$ cat config.mk
export PLATFORM = sky130hd
export DESIGN_NAME = bsg_dff_reset_rr_writer
export DESIGN_NICKNAME = d
export VERILOG_FILES = /design/src/rtl/bsg_dff_reset_rr_writer.sv
export SDC_FILE = /design/constraint.sdc
export NUM_CORES = 1
export LEC_CHECK = 0
export ABC_AREA = 1
export BUFFER_PORTS_ARGS = -buffer_cell sky130_fd_sc_hd__buf_4
export CORE_ASPECT_RATIO = 1.2
export CORE_MARGIN = 2
export CORE_UTILIZATION = 54
export CTS_CLUSTER_DIAMETER = 30
export DETAILED_ROUTE_END_ITERATION = 12
export HOLD_SLACK_MARGIN = 0.12
export PLACE_DENSITY = 0.89
export SLEW_MARGIN = 15
export SYNTH_ARGS = -nofsm -noshare
export SYNTH_HDL_FRONTEND = slang
export SYNTH_SLANG_ARGS = --single-unit
$ cat constraint.sdc
create_clock -name clk_i -period 2.9 [get_ports clk_i]
set_clock_uncertainty 0.2 [all_clocks]
set_input_delay 0 -clock clk_i [delete_from_list [all_inputs] [get_ports clk_i]]
set_output_delay 0 -clock clk_i [all_outputs]
set_load 0.01 [all_outputs]
$ cat src/rtl/bsg_dff_reset_rr_writer.sv
// ---------------------------------------------------------------------------
// bsg_dff_reset_rr_writer
//
// Purpose:
//   A single shared register written by els_p requesters. At most one
//   requester is granted per cycle, chosen round-robin from a rotating
//   priority pointer. A granted requester's data is loaded into the shared
//   register at the same posedge. The register also records which requester
//   wrote it last and how many writes have been committed since reset.
//   A synchronous clear empties the register. Clear beats any grant.
//
// Ports:
//   clk_i    in   1              clock, all state on posedge
//   reset_i  in   1              asynchronous, active-high reset
//   v_i      in   els_p          per-requester write request
//   data_i   in   els_p*width_p  requester i data at [i*width_p +: width_p]
//   yumi_o   out  els_p          one-hot grant; request consumed at posedge
//   clear_i  in   1              synchronous clear of the shared register
//   data_o   out  width_p        shared register contents
//   valid_o  out  1              register holds written, not-cleared data
//   owner_o  out  clog2(els_p)   index of the last requester written
//   count_o  out  count_width_p  committed writes since reset (wraps)
//
// Handshake:
//   v_i[i]/yumi_o[i] form a valid/yumi pair. A requester raises v_i[i] with
//   data_i slice i stable. The request is consumed on the posedge where
//   yumi_o[i]=1. A requester may drop v_i at any time without a grant.
//   yumi_o depends combinationally on v_i, so the requester must not make
//   v_i depend on yumi_o.
// ---------------------------------------------------------------------------
module bsg_dff_reset_rr_writer #(
    parameter int width_p       = -1,
    parameter int els_p         = 4,
    parameter int count_width_p = 16,
    // width_p has no usable default, so it is clamped to at least 1 bit.
    // With a legal override, w_lp is the same as width_p.
    localparam int w_lp         = (width_p > 0) ? width_p : 1,
    localparam int ptr_w_lp     = $clog2(els_p)
) (
    input  logic                     clk_i,
    input  logic                     reset_i,
    input  logic [els_p-1:0]         v_i,
    input  logic [els_p*w_lp-1:0]    data_i,
    output logic [els_p-1:0]         yumi_o,
    input  logic                     clear_i,
    output logic [w_lp-1:0]          data_o,
    output logic                     valid_o,
    output logic [ptr_w_lp-1:0]      owner_o,
    output logic [count_width_p-1:0] count_o
);

    // Pointer arithmetic uses one extra bit. This lets a sum of two indices
    // below els_p be compared against els_p without overflow.
    localparam int              pw1_lp = ptr_w_lp + 1;
    localparam logic [pw1_lp-1:0] els_lp = pw1_lp'(els_p);

    logic [ptr_w_lp-1:0]      ptr_r;
    logic [ptr_w_lp-1:0]      ptr_eff;
    logic [ptr_w_lp-1:0]      ptr_next;
    logic [ptr_w_lp-1:0]      grant_idx;
    logic                     grant_found;
    logic                     grant_fire;
    logic [w_lp-1:0]          sel_data;

    logic [w_lp-1:0]          data_r;
    logic                     valid_r;
    logic [ptr_w_lp-1:0]      owner_r;
    logic [count_width_p-1:0] count_r;

    // When els_p is not a power of two, some ptr_r encodings are never
    // loaded. If one appears anyway, the pointer behaves as if it were 0.
    assign ptr_eff = ({1'b0, ptr_r} >= els_lp) ? '0 : ptr_r;

    // Rotating-priority search. Candidates are visited as
    // ptr_eff, ptr_eff+1, ... modulo els_p, and the first set request wins.
    always_comb begin
        logic [pw1_lp-1:0] cand;
        grant_found = 1'b0;
        grant_idx   = '0;
        cand        = '0;
        for (int k = 0; k < els_p; k++) begin
            cand = {1'b0, ptr_eff} + pw1_lp'(k);
            if (cand >= els_lp) begin
                cand = cand - els_lp;
            end
            if (!grant_found && v_i[cand[ptr_w_lp-1:0]]) begin
                grant_found = 1'b1;
                grant_idx   = cand[ptr_w_lp-1:0];
            end
        end
    end

    // Reset and clear both block the grant. This keeps any request from
    // being consumed when no write can commit.
    assign grant_fire = grant_found & ~clear_i & ~reset_i;

    always_comb begin
        yumi_o = '0;
        if (grant_fire) begin
            yumi_o[grant_idx] = 1'b1;
        end
    end

    // Data mux for the winning requester.
    always_comb begin
        sel_data = '0;
        for (int i = 0; i < els_p; i++) begin
            if (grant_idx == ptr_w_lp'(i)) begin
                sel_data = data_i[i*w_lp +: w_lp];
            end
        end
    end

    // After a grant, the winner drops to lowest priority.
    always_comb begin
        logic [pw1_lp-1:0] nxt;
        nxt = {1'b0, grant_idx} + pw1_lp'(1);
        if (nxt >= els_lp) begin
            nxt = '0;
        end
        ptr_next = nxt[ptr_w_lp-1:0];
    end

    // Priority pointer. It moves only on a grant.
    always_ff @(posedge clk_i or posedge reset_i) begin
        if (reset_i) begin
            ptr_r <= '0;
        end else if (grant_fire) begin
            ptr_r <= ptr_next;
        end
    end

    // Shared register and its valid flag. Both reset to zero. Clear empties
    // them, and a grant loads them.
    always_ff @(posedge clk_i or posedge reset_i) begin
        if (reset_i) begin
            data_r  <= '0;
            valid_r <= 1'b0;
        end else if (clear_i) begin
            data_r  <= '0;
            valid_r <= 1'b0;
        end else if (grant_fire) begin
            data_r  <= sel_data;
            valid_r <= 1'b1;
        end
    end

    // Owner and write count. A clear does not change either of them.
    always_ff @(posedge clk_i or posedge reset_i) begin
        if (reset_i) begin
            owner_r <= '0;
            count_r <= '0;
        end else if (grant_fire) begin
            owner_r <= grant_idx;
            count_r <= count_r + 1'b1;
        end
    end

    assign data_o  = data_r;
    assign valid_o = valid_r;
    assign owner_o = owner_r;
    assign count_o = count_r;

endmodule

; After elaboration in Yosys (flattened, before gate mapping)
; Cells that the tools add are included.
[word_totals]
ff_bits = 22
input_bits = 11
output_inout_bits = 24
[op_classes]
n_addsub = 9
n_lt_le_gt_ge = 11
eq_ne = 3
mux = 32
n_bitwise = 4
reduce_logical = 9
[ops]
columns = operator, count
row1 = 2-bit 2-to-1 mux, 9
row2 = 1-bit 2-to-1 mux, 17
row3 = 16-bit by 1-bit adder with 16-bit output (second input constant), 1
row4 = 2-bit by 3-bit less-than comparator with 1-bit output (second input constant), 5
row5 = 3-bit >= comparator (second input constant), 4
row6 = 1-bit binary-select mux with 2-bit select, 4
row7 = 2-bit by 1-bit subtractor with 2-bit output (second input constant), 4
row8 = 2-bit by 1-bit adder with 3-bit output (second input constant), 2
row9 = 2-bit by 2-bit adder with 3-bit output (second input constant), 2
row10 = 2-bit == test (second input constant), 2
row11 = 1-bit logical AND, 4
row12 = 4-bit 2-to-1 mux, 1
row13 = 2-bit by 3-bit >= comparator with 1-bit output (second input constant), 1
row14 = 1-bit zero test, 3
row15 = 1-bit bitwise AND, 2
row16 = 1-bit demux with 2-bit select, 1
row17 = 2-bit by 1-bit == test with 1-bit output (second input constant), 1
row18 = 2-bit by 1-bit >= comparator with 1-bit output (second input constant), 1
row19 = 2-bit zero test, 1
row20 = 1-bit NOT, 2
row21 = 2-bit nonzero test, 1

; Logic depth before layout (Yosys ltp)
[depth]
ltp_word = 21
depth_mapped = 18
ltp_nobuf = 18

; Worst setup path before layout
; Ideal clock, no wire load.
[synth_path]
path_type = register to register
from = register ptr_r[0], in the netlist ptr_eff[0]
to = register data_r, in the netlist data_o
arrival_ps = 1884
required_time_ps = 2635
slack_ps = 752
path_stages_with_launch = 18
path_buffers = 1
cell_sequence = dfrtp_1 -> buf_6 -> nand2_1 -> nand2_1 -> nand2_1 -> nand2_1 -> nor2_4 -> nand3_1 -> nand3_1 -> inv_1 -> ha_1 -> inv_1 -> nand3_1 -> nand3_1 -> o21ai_0 -> o21ai_0 -> nand2_1 -> nand2_1
[synth_via]
elab_chain_cells = 21
elab_cells_between_ends = 50
classes_between = add/sub (7) / order compare (4) / eq/ne (3) / mux (26) / bitwise (2) / reduce/logical (8)
[synth_lines]
columns = item, line
row1 = "start, declared", 57  ; logic [ptr_w_lp-1:0] ptr_r;
row2 = "start signal, assigned", 129  ; ptr_r <= ptr_next;
row3 = "parallel branches: the longest is 13 deep, another holds 2-bit by 1-bit adder with 3-bit output", -
row4 = 2-bit 2-to-1 mux (*), 86  ; if (!grant_found && v_i[cand[ptr_w_lp-1:0]]) begin
row5 = net grant_idx[1], 60  ; logic [ptr_w_lp-1:0] grant_idx;
row6 = 2-bit zero test, 108  ; if (grant_idx == ptr_w_lp'(i)) begin
row7 = 1-bit 2-to-1 mux (3 in series), 108
row8 = 1-bit 2-to-1 mux (*), 108
row9 = 1-bit 2-to-1 mux (*), 142  ; end else if (grant_fire) begin
row10 = 1-bit 2-to-1 mux (*), 139  ; end else if (clear_i) begin
row11 = "end signal, assigned", 143  ; data_r <= sel_data;
row12 = "end, declared", 65  ; logic [w_lp-1:0] data_r;
; Mark *: on every way through the listed nets, which the timed path passes. The select of a mux whose other input is x is not followed.
; A chain may end at the register's enable or synchronous reset.

; Worst setup path after layout
; Ends and elaborated chain as after synthesis.

==> impl_metrics.tcl <==
set metrics [dict create \
    status "finished, final reports clean" \
    gp_congestion 0.889 \
    grt.overflow.total 0 \
    clkSlewWorstSetupHoldPaths_ps 130 \
    peakVddDrop_v 0.000542 \
    finalSetupViolCount 0 \
    synthCells 226 \
    cts_buffers 3 \
    finalSetupTns_ps 0 \
    cp-start-kind "flop" \
    grt_start_max_net_pins 25 \
    cp_slowest_stage_delay_ps 590 \
    die_w_um 53.8 \
    setup.worst_path.end_class "flop" \
    slew_viol_final 0 \
    synth_ff_type "dfrtp_1" \
    cts_buffer_depth 2 \
    total_power_mw 1.71 \
    leakage_nw 1.02 \
    grt_pass1_vias 1427 \
    crit_required_ps 2950 \
    critPathSlowestCell "dfrtp_1" \
    cts_root_buf "clkbuf_4" \
    io_buffers 34 \
    place_hpwl_mm 2.57 \
    syn_area_per_cell_sq_um 7.11 \
    die-area_sq_um 3430 \
    drc 0 \
    htree_levels 1 \
    final_layout_size_suffix_gt1_frac 0.234 \
    die_h_um 63.8 \
    post_drt_wl_per_cell_um 11.7 \
    rsz0062_at_grt "no" \
    async_flop_share 1.00 \
    hold_violations 0 \
    ys_seq_area_frac 0.343 \
    ios 35 \
    core.rowCount 21 \
    grt_pass1_wl_mm 5.78 \
    multiInputGateArea_sq_um 885 \
    crit_type "flop to flop" \
    clkLatencyLatePin_ps 310 \
    synth_edf_count 0 \
    fmax_mhz 376 \
    nets 283 \
    first_iter_violations 27 \
    fin_crit_sh 0.917 \
    worst_path_most_repeated_cell "nand2_1" \
    drt-vias-per-instance 5.10 \
    ys_seq_elements 22 \
    arrival_ps 2710 \
    coreArea_sq_um 2810 \
    utilization 0.693 \
    maxSlewHeadroom 0.450 \
    post-synth-top-area-fraction 0.343 \
    cp_max_fo 12 \
    ff2ff_path_depth 17 \
    areaGrowthSynthToFinish_pct 21.3 \
    finalCriticalPeriod_ps 2660 \
    seq_area_sq_um 551 \
    routed_wirelength_mm 3.50 \
    yosysTopAreaCell "dfrtp_1" \
    cts_tree "yes" \
    ys_warn_count 0 \
    first_pass_iters 4 \
    cts.sinks 22 \
    antenna_found_initial 0 \
    power_density_nw_per_um2 878 \
    nFillCells 241 \
    hold_class "input pin to flop" \
    track_usage 0.221 \
    yosys-top-cells-area "dfrtp_1, nand2_1, inv_1" \
    vias 1525 \
    cp_cell_sequence "inv_2 -> nand2_1 -> nand2_1 -> nand2_1 -> nand2_1 -> nor2_4 -> nand3_1 -> nand3_1 -> inv_1 -> ha_1 -> inv_1 -> nand3_1 -> nand3_1 -> o21ai_0 -> o21ai_0 -> nand2_1 -> nand2_1" \
    yosysMostFrequentCell "nand2_1" \
    netlist_area_sq_um 1610 \
    synthTopCellsByCount "nand2_1, inv_1, dfrtp_1" \
    start_util 0.571 \
    syn-num-nets 243 \
    tightest_slew_ps 824 \
    yosysUniqueCellTypes 22 \
    antennaDiodeCount 0 \
    ant_nets 0 \
    hold_depth 7 \
    max_cap_violations 0 \
]
-- worst max-delay path, delay by kind of cell (launching register included) --
kind	cells	cell delay, ps
AO/OA/AOI/OAI	2	260
adder cells (fa/ha/maj)	1	210
buffers and inverters	3	300
flip-flops	1	590
AND/OR/NAND/NOR	11	1020
-- where the power goes --
part / total, mW / internal (mW) / switching, mW
Sequential: 0.536 / 0.402 / 0.134
Clock: 0.171 / 0.0767 / 0.0942
Combinational: 1.00 / 0.404 / 0.599
-- sequential cells by signal, summed over array words and instances, names as in the netlist --
name and flops:
count_o 16, data_o 1, owner_o 2, ptr_eff 2
valid_o 1
-- routing by layer --
metal,vias up,track usage,share of wire
met5,-,0,0
met4,0,0.0609,0.0083
li1,779,-,-
met1,693,0.258,0.43
met2,49,0.402,0.52
met3,4,0.0327,0.042
-- worst paths after layout --
check / endpoint / from / slack [ps]
max reg2reg: data_o / ptr_eff[0] / 240
min: owner_o[1] / v_i[3] / 170
min in group asynchronous: count_o[10] / reset_i / 220
max: data_o / ptr_eff[0] / 240
max in group asynchronous: owner_o[0] / reset_i / 1770
min reg2reg: valid_o / valid_o / 310
-- final cells by class --
type                            instances  share of cell area
Tap cell                               34              0.0218
Inverter                               31              0.0610
Sequential cell                        22               0.283
Clock buffer                            4              0.0186
Timing Repair Buffer                   40               0.162
Multi-Input combinational cell        168               0.454
-- per-stage QoR --
step | hold WS [ps] | cells | setup slack (ps) | cell area, sq um
3_5_place_dp | 22.3 | 289 | 320 | 1850
6_report | 173 | 299 | 241 | 1950
4_1_cts | 156 | 299 | 273 | 1950
3_3_place_gp | 15.0 | 289 | 431 | 1850
2_1_floorplan | -211 | 226 | 752 | 1610
5_1_grt | 239 | 299 | 21.2 | 1950
-- kinds of logic (layout without fill, tap and decap cells) --
family                   Yosys count  after routing  synth area share
adder cells (fa/ha/maj)            6              6            0.0467
flip-flops                        22             22             0.343
AO/OA/AOI/OAI                     18             18            0.0732
AND/OR/NAND/NOR                  132            132             0.365
XOR/XNOR                          12             12            0.0654
buffers and inverters             36             75             0.107
-- cells in the final DEF, fill, tap and decap left out, drive strengths merged --
| cell type | count |
|---|---|
| a21oi | 1 |
| a31oi | 1 |
| buf | 34 |
| clkbuf | 4 |
| dfrtp | 22 |
| dlygate4sd3 | 6 |
| ha | 6 |
| inv | 31 |
| nand2 | 84 |
| nand3 | 23 |
| nand4 | 3 |
| nor2 | 18 |
| nor3 | 4 |
| o21ai | 16 |
| xnor2 | 3 |
| xor2 | 9 |
-- repair_timing --
action                    4_1_cts  5_1_grt
hold buffers                    6        0
gates resized for setup         0        0
buffers inserted                0        0
hold endpoints to repair       37        0
(Power assumes the default switching activity.)
